$ cat src/rtl/bus_slave_window_if.sv
// -----------------------------------------------------------------------------
// bus_slave_window_if
//
// Peripheral-side view of an 8088 minimum-mode bus, as seen by a single
// windowed slave. The AD bus tristate lives outside the slave, so the
// multiplexed lines are split into a sampled input (AD_IN) and a driven output
// (AD_OUT) qualified by OE.
//
// Signals:
//   ALE     address latch enable, active high
//   IOM     1 = I/O cycle, 0 = memory cycle
//   RD      read strobe, active low
//   WR      write strobe, active low
//   DEN     data enable, active low
//   A       upper address bits A[ADDR_W-1:8]
//   AD_IN   sampled value of AD[7:0]
//   AD_OUT  read data presented by the slave
//   OE      drive enable for AD_OUT
//   READY   0 = insert wait state
//   HIT     latched window match for the current bus cycle
//   ERR     sticky strobe-timeout flag
//
// Modports:
//   master  bus side (CPU / bench) driving ALE, strobes and address/data
//   slave   the windowed peripheral
// -----------------------------------------------------------------------------
interface bus_slave_window_if #(
  parameter int ADDR_W = 20
);
  logic              ALE;
  logic              IOM;
  logic              RD;
  logic              WR;
  logic              DEN;
  logic [ADDR_W-9:0] A;
  logic [7:0]        AD_IN;
  logic [7:0]        AD_OUT;
  logic              OE;
  logic              READY;
  logic              HIT;
  logic              ERR;

  modport master (
    output ALE, IOM, RD, WR, DEN, A, AD_IN,
    input  AD_OUT, OE, READY, HIT, ERR
  );

  modport slave (
    input  ALE, IOM, RD, WR, DEN, A, AD_IN,
    output AD_OUT, OE, READY, HIT, ERR
  );
endinterface

$ cat src/rtl/bus_slave_window.sv
// -----------------------------------------------------------------------------
// bus_slave_window
//
// 8088-style minimum-mode bus slave. Latches the multiplexed address on ALE,
// decodes a DEPTH-aligned power-of-two window in I/O or memory space, stretches
// each hit cycle by WAIT_STATES cycles of READY=0 and then serves reads from /
// captures writes into an internal byte register file of DEPTH entries.
//
// Ports:
//   CLK    bus clock, rising edge
//   RESET  asynchronous, active-low reset
//   bus    bus_slave_window_if.slave (ALE, IOM, RD, WR, DEN, A, AD_IN in;
//          AD_OUT, OE, READY, HIT, ERR out)
//
// Optional feature macro: BUS_TIMEOUT_EN
//   Defined:   a strobe-stuck counter runs in SEL and ACCESS; after TIMEOUT
//              consecutive cycles there the cycle is dropped back to IDLE and
//              ERR is set (sticky until reset).
//   Undefined: no counter, ERR is tied low, SEL/ACCESS wait indefinitely.
// -----------------------------------------------------------------------------
module bus_slave_window #(
  parameter int               ADDR_W      = 20,
  parameter int               DEPTH       = 16,
  parameter logic [ADDR_W-1:0] BASE_ADDR  = ADDR_W'(20'h00300),
  parameter bit               IS_IO       = 1'b1,
  parameter int               WAIT_STATES = 2,
  parameter int               TIMEOUT     = 64
) (
  input  logic              CLK,
  input  logic              RESET,
  bus_slave_window_if.slave bus
);

  localparam int IDX_W = $clog2(DEPTH);

  typedef enum logic [2:0] {
    ST_IDLE,
    ST_SEL,
    ST_WAIT,
    ST_ACCESS,
    ST_DONE
  } state_t;

  state_t           state_q, state_d;
  logic [3:0]       cnt_q, cnt_d;
  logic [IDX_W-1:0] idx_q, idx_d;
  logic             hit_q, hit_d;
  logic             rd_cyc_q, rd_cyc_d;   // 1 = current hit cycle is a read
  logic             wrote_q, wrote_d;     // write already committed this cycle
  logic [7:0]       ad_out_q, ad_out_d;
  logic             mem_we;

  logic [7:0]        mem_q [DEPTH];
  logic [ADDR_W-1:0] addr_in;

  assign addr_in = {bus.A, bus.AD_IN};

  // Upper address bits select the window; the low IDX_W bits pick the entry,
  // so BASE_ADDR+DEPTH already falls outside.
  function automatic logic window_hit(input logic [ADDR_W-1:0] addr,
                                      input logic              iom);
    return (addr[ADDR_W-1:IDX_W] == BASE_ADDR[ADDR_W-1:IDX_W]) && (iom == IS_IO);
  endfunction

`ifdef BUS_TIMEOUT_EN
  localparam int TCNT_W = $clog2(TIMEOUT + 1);
  logic [TCNT_W-1:0] tcnt_q, tcnt_d;
  logic              err_q, err_d;
`else
  logic unused_timeout;
  assign unused_timeout = (TIMEOUT != 0);
`endif

  always_comb begin
    state_d  = state_q;
    cnt_d    = cnt_q;
    idx_d    = idx_q;
    hit_d    = hit_q;
    rd_cyc_d = rd_cyc_q;
    wrote_d  = wrote_q;
    ad_out_d = ad_out_q;
    mem_we   = 1'b0;

    if (bus.ALE) begin
      // ALE wins over every other transition: any cycle in flight is dropped
      // without a write. Only the in-window index is kept; the rest of the
      // address and IOM are fully consumed by the decode here.
      idx_d   = addr_in[IDX_W-1:0];
      hit_d   = window_hit(addr_in, bus.IOM);
      state_d = window_hit(addr_in, bus.IOM) ? ST_SEL : ST_IDLE;
      cnt_d   = '0;
      wrote_d = 1'b0;
    end else begin
      case (state_q)
        ST_SEL: begin
          // Exactly one strobe low starts the data phase; both low is illegal
          // and both high means the strobe has not arrived yet.
          if (bus.RD != bus.WR) begin
            rd_cyc_d = !bus.RD;
            wrote_d  = 1'b0;
            if (WAIT_STATES == 0) begin
              state_d = ST_ACCESS;
              if (!bus.RD) ad_out_d = mem_q[idx_q];
            end else begin
              state_d = ST_WAIT;
              cnt_d   = 4'(WAIT_STATES);
            end
          end
        end
        ST_WAIT: begin
          if (cnt_q == 4'd1) begin
            state_d = ST_ACCESS;
            cnt_d   = '0;
            if (rd_cyc_q) ad_out_d = mem_q[idx_q];
          end else begin
            cnt_d = cnt_q - 4'd1;
          end
        end
        ST_ACCESS: begin
          if (rd_cyc_q) begin
            if (bus.RD) state_d = ST_DONE;
          end else if (bus.WR) begin
            state_d = ST_DONE;
          end else if (!wrote_q) begin
            mem_we  = 1'b1;
            wrote_d = 1'b1;
          end
        end
        ST_DONE: state_d = ST_IDLE;
        default: state_d = state_q;
      endcase
    end

`ifdef BUS_TIMEOUT_EN
    err_d  = err_q;
    tcnt_d = '0;
    // Count only while parked in SEL/ACCESS; any transition restarts the count.
    if (!bus.ALE && (state_q == ST_SEL || state_q == ST_ACCESS) && state_d == state_q) begin
      if (tcnt_q == TCNT_W'(TIMEOUT - 1)) begin
        state_d = ST_IDLE;
        err_d   = 1'b1;
        mem_we  = 1'b0;
      end else begin
        tcnt_d = tcnt_q + TCNT_W'(1);
      end
    end
`endif
  end

  always_ff @(posedge CLK or negedge RESET) begin
    if (!RESET) begin
      state_q  <= ST_IDLE;
      cnt_q    <= '0;
      idx_q    <= '0;
      hit_q    <= 1'b0;
      rd_cyc_q <= 1'b0;
      wrote_q  <= 1'b0;
      ad_out_q <= '0;
`ifdef BUS_TIMEOUT_EN
      tcnt_q   <= '0;
      err_q    <= 1'b0;
`endif
    end else begin
      state_q  <= state_d;
      cnt_q    <= cnt_d;
      idx_q    <= idx_d;
      hit_q    <= hit_d;
      rd_cyc_q <= rd_cyc_d;
      wrote_q  <= wrote_d;
      ad_out_q <= ad_out_d;
`ifdef BUS_TIMEOUT_EN
      tcnt_q   <= tcnt_d;
      err_q    <= err_d;
`endif
    end
  end

  // Register file keeps its contents across reset; mem_we can only rise from
  // ACCESS, which reset leaves immediately.
  always_ff @(posedge CLK) begin
    if (mem_we) mem_q[idx_q] <= bus.AD_IN;
  end

  assign bus.AD_OUT = ad_out_q;
  assign bus.READY  = (state_q != ST_WAIT);
  assign bus.OE     = (state_q == ST_ACCESS) && rd_cyc_q && !bus.RD && !bus.DEN;
  assign bus.HIT    = hit_q;
`ifdef BUS_TIMEOUT_EN
  assign bus.ERR    = err_q;
`else
  assign bus.ERR    = 1'b0;
`endif

endmodule

$ cat src/flat_wrapper.sv
// flat-port wrapper written by rule: the top's interface ports become plain ports
module bus_slave_window_flat 
#(
  parameter int               ADDR_W      = 20,
  parameter int               DEPTH       = 16,
  parameter logic [ADDR_W-1:0] BASE_ADDR  = ADDR_W'(20'h00300),
  parameter bit               IS_IO       = 1'b1,
  parameter int               WAIT_STATES = 2,
  parameter int               TIMEOUT     = 64
)
  (CLK, RESET, bus_ALE, bus_IOM, bus_RD, bus_WR, bus_DEN, bus_A, bus_AD_IN, bus_AD_OUT, bus_OE, bus_READY, bus_HIT, bus_ERR);
  bus_slave_window_if #(.ADDR_W(ADDR_W)) bus_i ();
  input  logic CLK;
  input  logic RESET;
  input wire logic [$bits(bus_i.ALE)-1:0] bus_ALE;
  input wire logic [$bits(bus_i.IOM)-1:0] bus_IOM;
  input wire logic [$bits(bus_i.RD)-1:0] bus_RD;
  input wire logic [$bits(bus_i.WR)-1:0] bus_WR;
  input wire logic [$bits(bus_i.DEN)-1:0] bus_DEN;
  input wire logic [$bits(bus_i.A)-1:0] bus_A;
  input wire logic [$bits(bus_i.AD_IN)-1:0] bus_AD_IN;
  output wire logic [$bits(bus_i.AD_OUT)-1:0] bus_AD_OUT;
  output wire logic [$bits(bus_i.OE)-1:0] bus_OE;
  output wire logic [$bits(bus_i.READY)-1:0] bus_READY;
  output wire logic [$bits(bus_i.HIT)-1:0] bus_HIT;
  output wire logic [$bits(bus_i.ERR)-1:0] bus_ERR;
  assign bus_i.ALE = bus_ALE;
  assign bus_i.IOM = bus_IOM;
  assign bus_i.RD = bus_RD;
  assign bus_i.WR = bus_WR;
  assign bus_i.DEN = bus_DEN;
  assign bus_i.A = bus_A;
  assign bus_i.AD_IN = bus_AD_IN;
  assign bus_AD_OUT = bus_i.AD_OUT;
  assign bus_OE = bus_i.OE;
  assign bus_READY = bus_i.READY;
  assign bus_HIT = bus_i.HIT;
  assign bus_ERR = bus_i.ERR;
  bus_slave_window #(.ADDR_W(ADDR_W), .DEPTH(DEPTH), .BASE_ADDR(BASE_ADDR), .IS_IO(IS_IO), .WAIT_STATES(WAIT_STATES), .TIMEOUT(TIMEOUT)) u_core (.CLK(CLK), .RESET(RESET), .bus(bus_i));
endmodule
$ cat config.mk
export PLATFORM = sky130hd
export DESIGN_NAME = bus_slave_window_flat
export DESIGN_NICKNAME = d
export VERILOG_FILES = /design/src/rtl/bus_slave_window_if.sv /design/src/rtl/bus_slave_window.sv /design/src/flat_wrapper.sv
export SDC_FILE = /design/constraint.sdc
export NUM_CORES = 1
export LEC_CHECK = 0
export CAP_MARGIN = 0
export CORE_MARGIN = 5
export CORE_UTILIZATION = 61
export CTS_BUF_LIST = sky130_fd_sc_hd__clkbuf_8
export DETAILED_ROUTE_END_ITERATION = 10
export PLACE_DENSITY = 0.79
export SLEW_MARGIN = 20
export SYNTH_ARGS = -nofsm -noshare
export SYNTH_HDL_FRONTEND = slang
export SYNTH_SLANG_ARGS = --single-unit
$ cat constraint.sdc
create_clock -name CLK -period 2.43 [get_ports CLK]
set_input_delay 0.243 -clock CLK [delete_from_list [all_inputs] [get_ports CLK]]
set_output_delay 0.243 -clock CLK [all_outputs]
set_load 0.02 [all_outputs]
==> results of run 1 <==
-- routing by layer --
layer  wire length (um)  global-route usage (%)  vias to the layer above
li1                   -                       -                     1536
met1               5100                    27.1                     1709
met2               6450                    34.7                      149
met3                750                    6.52                       34
met5                  0                       0                        -
met4                425                    9.70                        0
-- synthesized netlist by cell type (2+ instances only) --
library cell,n,area share (%)
sky130_fd_sc_hd__edfxtp_1,128,60
sky130_fd_sc_hd__mux4_1,26,11
sky130_fd_sc_hd__dfrtp_1,22,8.7
sky130_fd_sc_hd__nor2_1,17,1.0
sky130_fd_sc_hd__buf_2,9,0.71
sky130_fd_sc_hd__a211oi_1,8,0.94
sky130_fd_sc_hd__mux2i_1,8,1.3
sky130_fd_sc_hd__a21o_1,7,0.83
sky130_fd_sc_hd__nand2b_1,7,0.69
sky130_fd_sc_hd__o21ai_0,7,0.55
sky130_fd_sc_hd__o22ai_1,7,0.69
sky130_fd_sc_hd__inv_1,6,0.35
sky130_fd_sc_hd__mux2_2,6,1.1
sky130_fd_sc_hd__mux4_2,6,2.1
sky130_fd_sc_hd__nor3_1,6,0.47
sky130_fd_sc_hd__buf_6,5,0.89
sky130_fd_sc_hd__nand3_1,5,0.39
sky130_fd_sc_hd__a21oi_1,4,0.31
sky130_fd_sc_hd__nand3b_1,4,0.47
sky130_fd_sc_hd__nor2b_1,4,0.39
sky130_fd_sc_hd__buf_4,3,0.35
sky130_fd_sc_hd__nand2_1,3,0.18
sky130_fd_sc_hd__clkbuf_1,2,0.12
sky130_fd_sc_hd__ha_1,2,0.39
sky130_fd_sc_hd__nor4_1,2,0.20
sky130_fd_sc_hd__o2bb2ai_1,2,0.28
sky130_fd_sc_hd__o31ai_1,2,0.24
-- cell families after synthesis --
family / Yosys count / share of synthesized area, %
buffers and inverters: 26 / 2.74
other: 1 / 0.0590
DFF: 150 / 69.1
and+or+nand+nor: 64 / 6.97
muxes: 47 / 15.4
adders and majority gates: 2 / 0.394
xor gates and xnor gates: 1 / 0.138
AOI/OAI and AO/OA: 46 / 5.22
-- flip-flops by register name (all words and copies together), names as in the netlist --
name and count:
u_core.bus.HIT 1, u_core.rd_cyc_q 1, u_core.idx_q 4, u_core.bus.AD_OUT 8, u_core.mem_q 128, u_core.cnt_q 4, u_core.state_q 3, u_core.wrote_q 1
-- area by class of cell --
cell class | instances | area, um^2 | share of cell area [%]
Clock buffer | 17 | 234 | 3.14
Clock inverter | 15 | 163 | 2.19
Inverter | 6 | 22.5 | 0.303
Multi-Input combinational cell | 161 | 1790 | 24.0
Sequential cell | 150 | 4390 | 59.1
Tap cell | 136 | 170 | 2.29
Timing Repair Buffer | 75 | 668 | 8.98
-- power groups by stage --
stage	Sequential (mW)	Combinational [mW]	Clock, mW
detailed placement	3.00	0.909	0
floorplan	3.00	0.605	0
finish	2.94	0.905	1.90
global placement	2.99	0.882	0
global route	2.95	0.992	2.06
CTS	2.94	0.914	1.93
-- how the worst max path moves through the flow --
| stage | startpoint | to | slack (ns) | cells after the start |
|---|---|---|---|---|
| floorplan | u_core.state_q[2] | u_core.mem_q[3][0] | 0.47 | 4 |
| global placement | bus_ALE | u_core.mem_q[0][6] | 0.16 | 6 |
| detailed placement | bus_ALE | u_core.mem_q[0][0] | 0.11 | 6 |
| CTS | u_core.state_q[2] | bus_OE | 0.07 | 4 |
| global route | u_core.state_q[2] | bus_OE | 0.02 | 4 |
| finish | u_core.state_q[2] | bus_OE | 0.12 | 4 |
-- worst register-to-register path, cell delays in order, from the launching register on --
cell                       delay, ns
sky130_fd_sc_hd__dfrtp_1        0.66
sky130_fd_sc_hd__mux4_1         0.64
sky130_fd_sc_hd__mux2i_1        0.19
sky130_fd_sc_hd__o211ai_1       0.14
sky130_fd_sc_hd__mux2_2         0.28
-- stage by stage --
step	setup slack [ns]	instances	utilization, %
finish	0.115	560	72.7
global route	0.0167	560	72.7
CTS	0.0728	560	72.7
detailed placement	0.112	528	68.9
global placement	0.165	528	68.9
floorplan	0.470	337	-
==> metrics.csv, run 1 <==
stage;metric;value;unit
outcome;outcome;completed;
setup_path;depth of the worst register-to-register path;4;
placement;weighted congestion reported at the end of routability-driven placement;0.907;
sta;Setup Viol. Count Final;0;
floorplan;number of top-level design ports;39;
routing;wire length per cell;22.7;um
synthesis;cell area after technology mapping;6360;um^2
final_layout;Nets;440;
placement;DPL Wire Length;8770;um
global_route;number of antenna violations at the first check in global routing;0;
clocking;CTS Buffer Depth;2;
clocking;clock tree from TritonCTS;built;
pwr;P_sw;1.44;mW
clocking;post-CTS setup buffer count;0;
synthesis;most used flip-flop cell after synthesis;sky130_fd_sc_hd__edfxtp_1;
clocking;Clk Latency, worst-skew pair;0.42;ns
setup_path;arrival time of data at the critical path endpoint;2.07;ns
clocking;total of cells resized after clock tree synthesis;0;
pwr;Worst VDD drop;0.000558;V
pwr;sequential share of power;51.2;%
sta;final-layout worst hold slack;0.168;ns
synthesis;Warnings, synthesis;0;
clocking;total number of clock tree sinks;150;
sta;number of pins with negative max-slew slack in the final report;0;
routing;number of remaining DRC errors;0;
synthesis;Mean Syn Cell Area;18.9;um^2
sta;Max transition margin;52.0;%
routing;DRC violation total after the first TritonRoute iteration;266;
clocking;number of buffers inserted during clock tree synthesis;17;
setup_path;Crit Reg-Reg Endpoint;u_core.bus.AD_OUT[5];
final_layout;summed area of non-filler cells in the final layout;7440;um^2
pwr;clock network fraction of total power;33.1;%
final_layout;fraction of layout cells with a size suffix above 1;21.5;%
synthesis;#FFs+latches synth;150;
setup_path;cell type group with the largest total delay on the critical path;buffers and inverters;
floorplan;horizontal die dimension;112;um
routing;routed via count divided by cell count;6.12;
sta;RSZ-0062 raised after global routing;no;
sta;highest attainable clock frequency;0.432;GHz
synthesis;total nets after synthesis;366;
sta;worst clock skew;0.0126;ns
pwr;switch share;25.0;%
synthesis;fraction of the yosys area taken by sequential cells;69.1;%
setup_path;CP Cell Sequence;buf_4 -> and3b_1 -> and3_1 -> clkdlybuf4s50_1;
setup_path;crit path kind;flop to primary output;
setup_path;required time worst endpoint;2.19;ns
clocking;count of H-tree levels built during CTS;4;
clocking;buffer type at the clock tree root;sky130_fd_sc_hd__clkbuf_8;
setup_path;Buf/Inv on CP;2;
floorplan;Die H;112;um
clocking;total of hold buffers inserted after clock tree synthesis;0;
pwr;combinational cell fraction of total power;15.8;%
floorplan;core region area;10200;um^2
floorplan;total die area;12600;um^2
sta;number of hold-slack violations in the final timing report;0;
final_layout;fill cell count;611;
setup_path;r2r startpoint;u_core.idx_q[0];
sta;final period utilization;95.3;%
setup_path;critical path peak fanout;11;
global_route;global-route wire length before repair;20100;um
setup_path;launching element type of the critical path;flop;
placement;port bufs;37;
global_route;GRT overflow;0;
pwr;Cell Int Power;4.31;mW
final_layout;most common cell after layout, fill and taps aside;sky130_fd_sc_hd__edfxtp_1;
sta;pin slew with the least headroom to its limit;0.718;ns
setup_path;Worst path slowest cell;sky130_fd_sc_hd__clkdlybuf4s50_1;
pwr;Pleak;2.69;nW
setup_path;Worst setup EP type;primary output;
floorplan;Placement Rows;37;
sta;final setup TNS;0;ns
final_layout;top library cells by usage in the layout, fill and taps aside;sky130_fd_sc_hd__edfxtp_1 (128), sky130_fd_sc_hd__clkdlybuf4s50_1 (37), sky130_fd_sc_hd__buf_4 (37);
final_layout;layout-stage area growth over the synthesis result;17.0;%
routing;Detailed Routing Iterations Pass 1;5;
synthesis;Cell variety after synth;56;
placement;dpl cell area;7040;um^2
global_route;vias in the first global route;3548;
synthesis;async set or reset register ratio after synthesis;14.7;%
synthesis;Synth Instances;337;
routing;total via count after detailed routing;3428;
routing;residual antenna-violating net count after detailed routing;0;
pwr;power per cell area;772;nW/um^2
clocking;clock-pin slew on the worst setup and hold paths;0.08;ns
final_layout;Inserted Diodes;0;
global_route;global router's overall resource usage;21.5;%
floorplan;effective utilization at floorplan;62.1;%
run;total of max-cap violations;0;
setup_path;register-to-register path setup slack;0.41;ns
sta;minimum clock period;2.31;ns
synthesis;number of enable-type register cells in the synthesized netlist;128;
setup_path;largest stage delay on the critical path;0.60;ns
pwr;Total Power Consumption;5.74;mW
hold_path;worst hold path type;input port to async pin;
routing;detailed-route wire length;12700;um
global_route;largest net degree at the start of global routing;34;
Note: power is estimated with default switching activity, not from simulation.
==> inputs of run 2 (changes only) <==
==> constraint.sdc (replaced) <==
create_clock -name CLK -period 2.8 [get_ports CLK]
set_input_delay 0.28 -clock CLK [delete_from_list [all_inputs] [get_ports CLK]]
set_output_delay 0.28 -clock CLK [all_outputs]
set_load 0.02 [all_outputs]
==> run 2 against run 1 <==
  * Flip-flop and latch count unchanged
  * Total power down 13%
  * Cell count down 1.1%
  * Register-to-register slack worse by 0.04 ns
  * Via count down 1.6%
  * Die area unchanged
  * Worst hold slack better by 0.18 ns
  * Critical path depth unchanged
  * Non-clock buffer count down 6
  * Critical path type is now flop to flop
  * Largest cell class unchanged
==> metrics.csv, run 2 (synthesis gave the netlist of run 1 again) <==
stage;metric;value;unit
outcome;outcome;completed;
placement;weighted congestion reported at the end of routability-driven placement;0.786;
setup_path;arrival time of data at the critical path endpoint;2.49;ns
setup_path;depth of the worst register-to-register path;4;
floorplan;core region area;10200;um^2
clocking;number of buffers inserted during clock tree synthesis;17;
setup_path;required time worst endpoint;2.86;ns
setup_path;r2r startpoint;u_core.state_q[1];
routing;detailed-route wire length;12500;um
placement;DPL Wire Length;8440;um
floorplan;Die H;112;um
clocking;total of cells resized after clock tree synthesis;0;
setup_path;Crit Reg-Reg Endpoint;u_core.mem_q[0][6];
routing;DRC violation total after the first TritonRoute iteration;293;
setup_path;beginning of the critical path;u_core.state_q[1];
floorplan;Placement Rows;37;
sta;minimum clock period;2.43;ns
run;total of max-cap violations;0;
sta;highest attainable clock frequency;0.411;GHz
global_route;global router's overall resource usage;21.1;%
clocking;total number of clock tree sinks;150;
sta;Max transition margin;40.8;%
pwr;Pleak;2.66;nW
final_layout;layout-stage area growth over the synthesis result;16.4;%
global_route;GRT overflow;0;
sta;number of pins with negative max-slew slack in the final report;0;
sta;RSZ-0062 raised after global routing;no;
sta;final period utilization;86.8;%
routing;total via count after detailed routing;3372;
global_route;vias in the first global route;3500;
global_route;number of antenna violations at the first check in global routing;0;
final_layout;summed area of non-filler cells in the final layout;7400;um^2
placement;dpl cell area;6980;um^2
setup_path;critical path peak fanout;12;
floorplan;horizontal die dimension;112;um
routing;residual antenna-violating net count after detailed routing;0;
floorplan;total die area;12600;um^2
clocking;Clk Latency, worst-skew pair;0.43;ns
final_layout;number of flip-flops under the largest register name;128;
setup_path;CP Cell Sequence;nand4bb_4 -> nor4_4 -> or3b_1 -> nor3_2;
final_layout;Inserted Diodes;0;
routing;number of remaining DRC errors;0;
placement;port bufs;37;
sta;pin slew with the least headroom to its limit;0.889;ns
routing;wire length per cell;22.6;um
setup_path;largest stage delay on the critical path;0.58;ns
hold_path;worst hold path type;input port to async pin;
pwr;Worst VDD drop;0.000375;V
final_layout;Nets;434;
global_route;global-route wire length before repair;19700;um
clocking;clock-pin slew on the worst setup and hold paths;0.08;ns
clocking;total of hold buffers inserted after clock tree synthesis;0;
final_layout;most common cell after layout, fill and taps aside;sky130_fd_sc_hd__edfxtp_1;
global_route;largest net degree at the start of global routing;34;
clocking;clock tree from TritonCTS;built;
clocking;post-CTS setup buffer count;0;
final_layout;fraction of layout cells with a size suffix above 1;21.1;%
floorplan;number of top-level design ports;39;
final_layout;largest register by flop count;u_core.mem_q;
sta;final setup TNS;0;ns
setup_path;launching element type of the critical path;flop;
pwr;Total Power Consumption;5.02;mW
final_layout;top library cells by usage in the layout, fill and taps aside;sky130_fd_sc_hd__edfxtp_1 (128), sky130_fd_sc_hd__clkdlybuf4s50_1 (36), sky130_fd_sc_hd__buf_4 (31);
clocking;CTS Buffer Depth;2;
setup_path;register-to-register path setup slack;0.37;ns
setup_path;Worst setup EP type;flop;
pwr;power per cell area;678;nW/um^2
setup_path;Worst path slowest cell;sky130_fd_sc_hd__dfrtp_1;
routing;routed via count divided by cell count;6.09;
sta;number of hold-slack violations in the final timing report;0;
sta;worst clock skew;0.0100;ns
sta;Setup Viol. Count Final;0;
clocking;buffer type at the clock tree root;sky130_fd_sc_hd__clkbuf_8;
routing;Detailed Routing Iterations Pass 1;4;
clocking;count of H-tree levels built during CTS;4;
floorplan;effective utilization at floorplan;62.1;%
setup_path;crit path kind;flop to flop;
run 2: worst max path at each step:
stage / end / slack (ns) / depth (start not counted)
5_1_grt: u_core.mem_q[0][5] / 0.27 / 4
3_5_place_dp: u_core.mem_q[0][4] / 0.18 / 5
3_3_place_gp: u_core.mem_q[0][1] / 0.27 / 5
2_1_floorplan: u_core.mem_q[3][0] / 0.84 / 4
4_1_cts: u_core.mem_q[0][6] / 0.39 / 4
6_report: u_core.mem_q[0][6] / 0.37 / 4
run 2: layer usage:
| layer | routed length (um) | vias up | GRT usage [%] |
|---|---|---|---|
| met2 | 6450 | 119 | 35.4 |
| met3 | 714 | 16 | 4.74 |
| met4 | 171 | 0 | 6.89 |
| met5 | 0 | - | 0 |
| met1 | 5190 | 1714 | 27.8 |
| li1 | - | 1523 | - |
run 2: worst max-delay path, delay by kind of cell, from the launching register on:
kind	cells	cell delay, ns
and+or+nand+nor	4	1.48
DFF	1	0.58
run 2: cell type report:
cell class / instances / area, um^2
clock buffer: 19 / 262
timing repair buffer: 69 / 608
sequential: 150 / 4390
multi-input combinational: 161 / 1790
inverter: 6 / 22.5
clock inverter: 13 / 156
fill: 622 / 2830
tap: 136 / 170
run 2: per-stage QoR:
step | setup slack (ns) | util (%) | hold slack [ns] | std cells
2_1_floorplan | 0.840 | - | -0.0156 | 337
3_3_place_gp | 0.273 | 68.2 | 0.463 | 521
3_5_place_dp | 0.184 | 68.2 | 0.476 | 521
4_1_cts | 0.390 | 72.3 | 0.428 | 553
5_1_grt | 0.270 | 72.3 | 0.397 | 554
6_report | 0.369 | 72.3 | 0.352 | 554
run 2: where the power goes:
group	switching (mW)	internal, mW	total (mW)
Sequential	0.0972	2.49	2.59
Combinational	0.362	0.362	0.724
Clock	0.781	0.925	1.71
Total	1.24	3.78	5.02
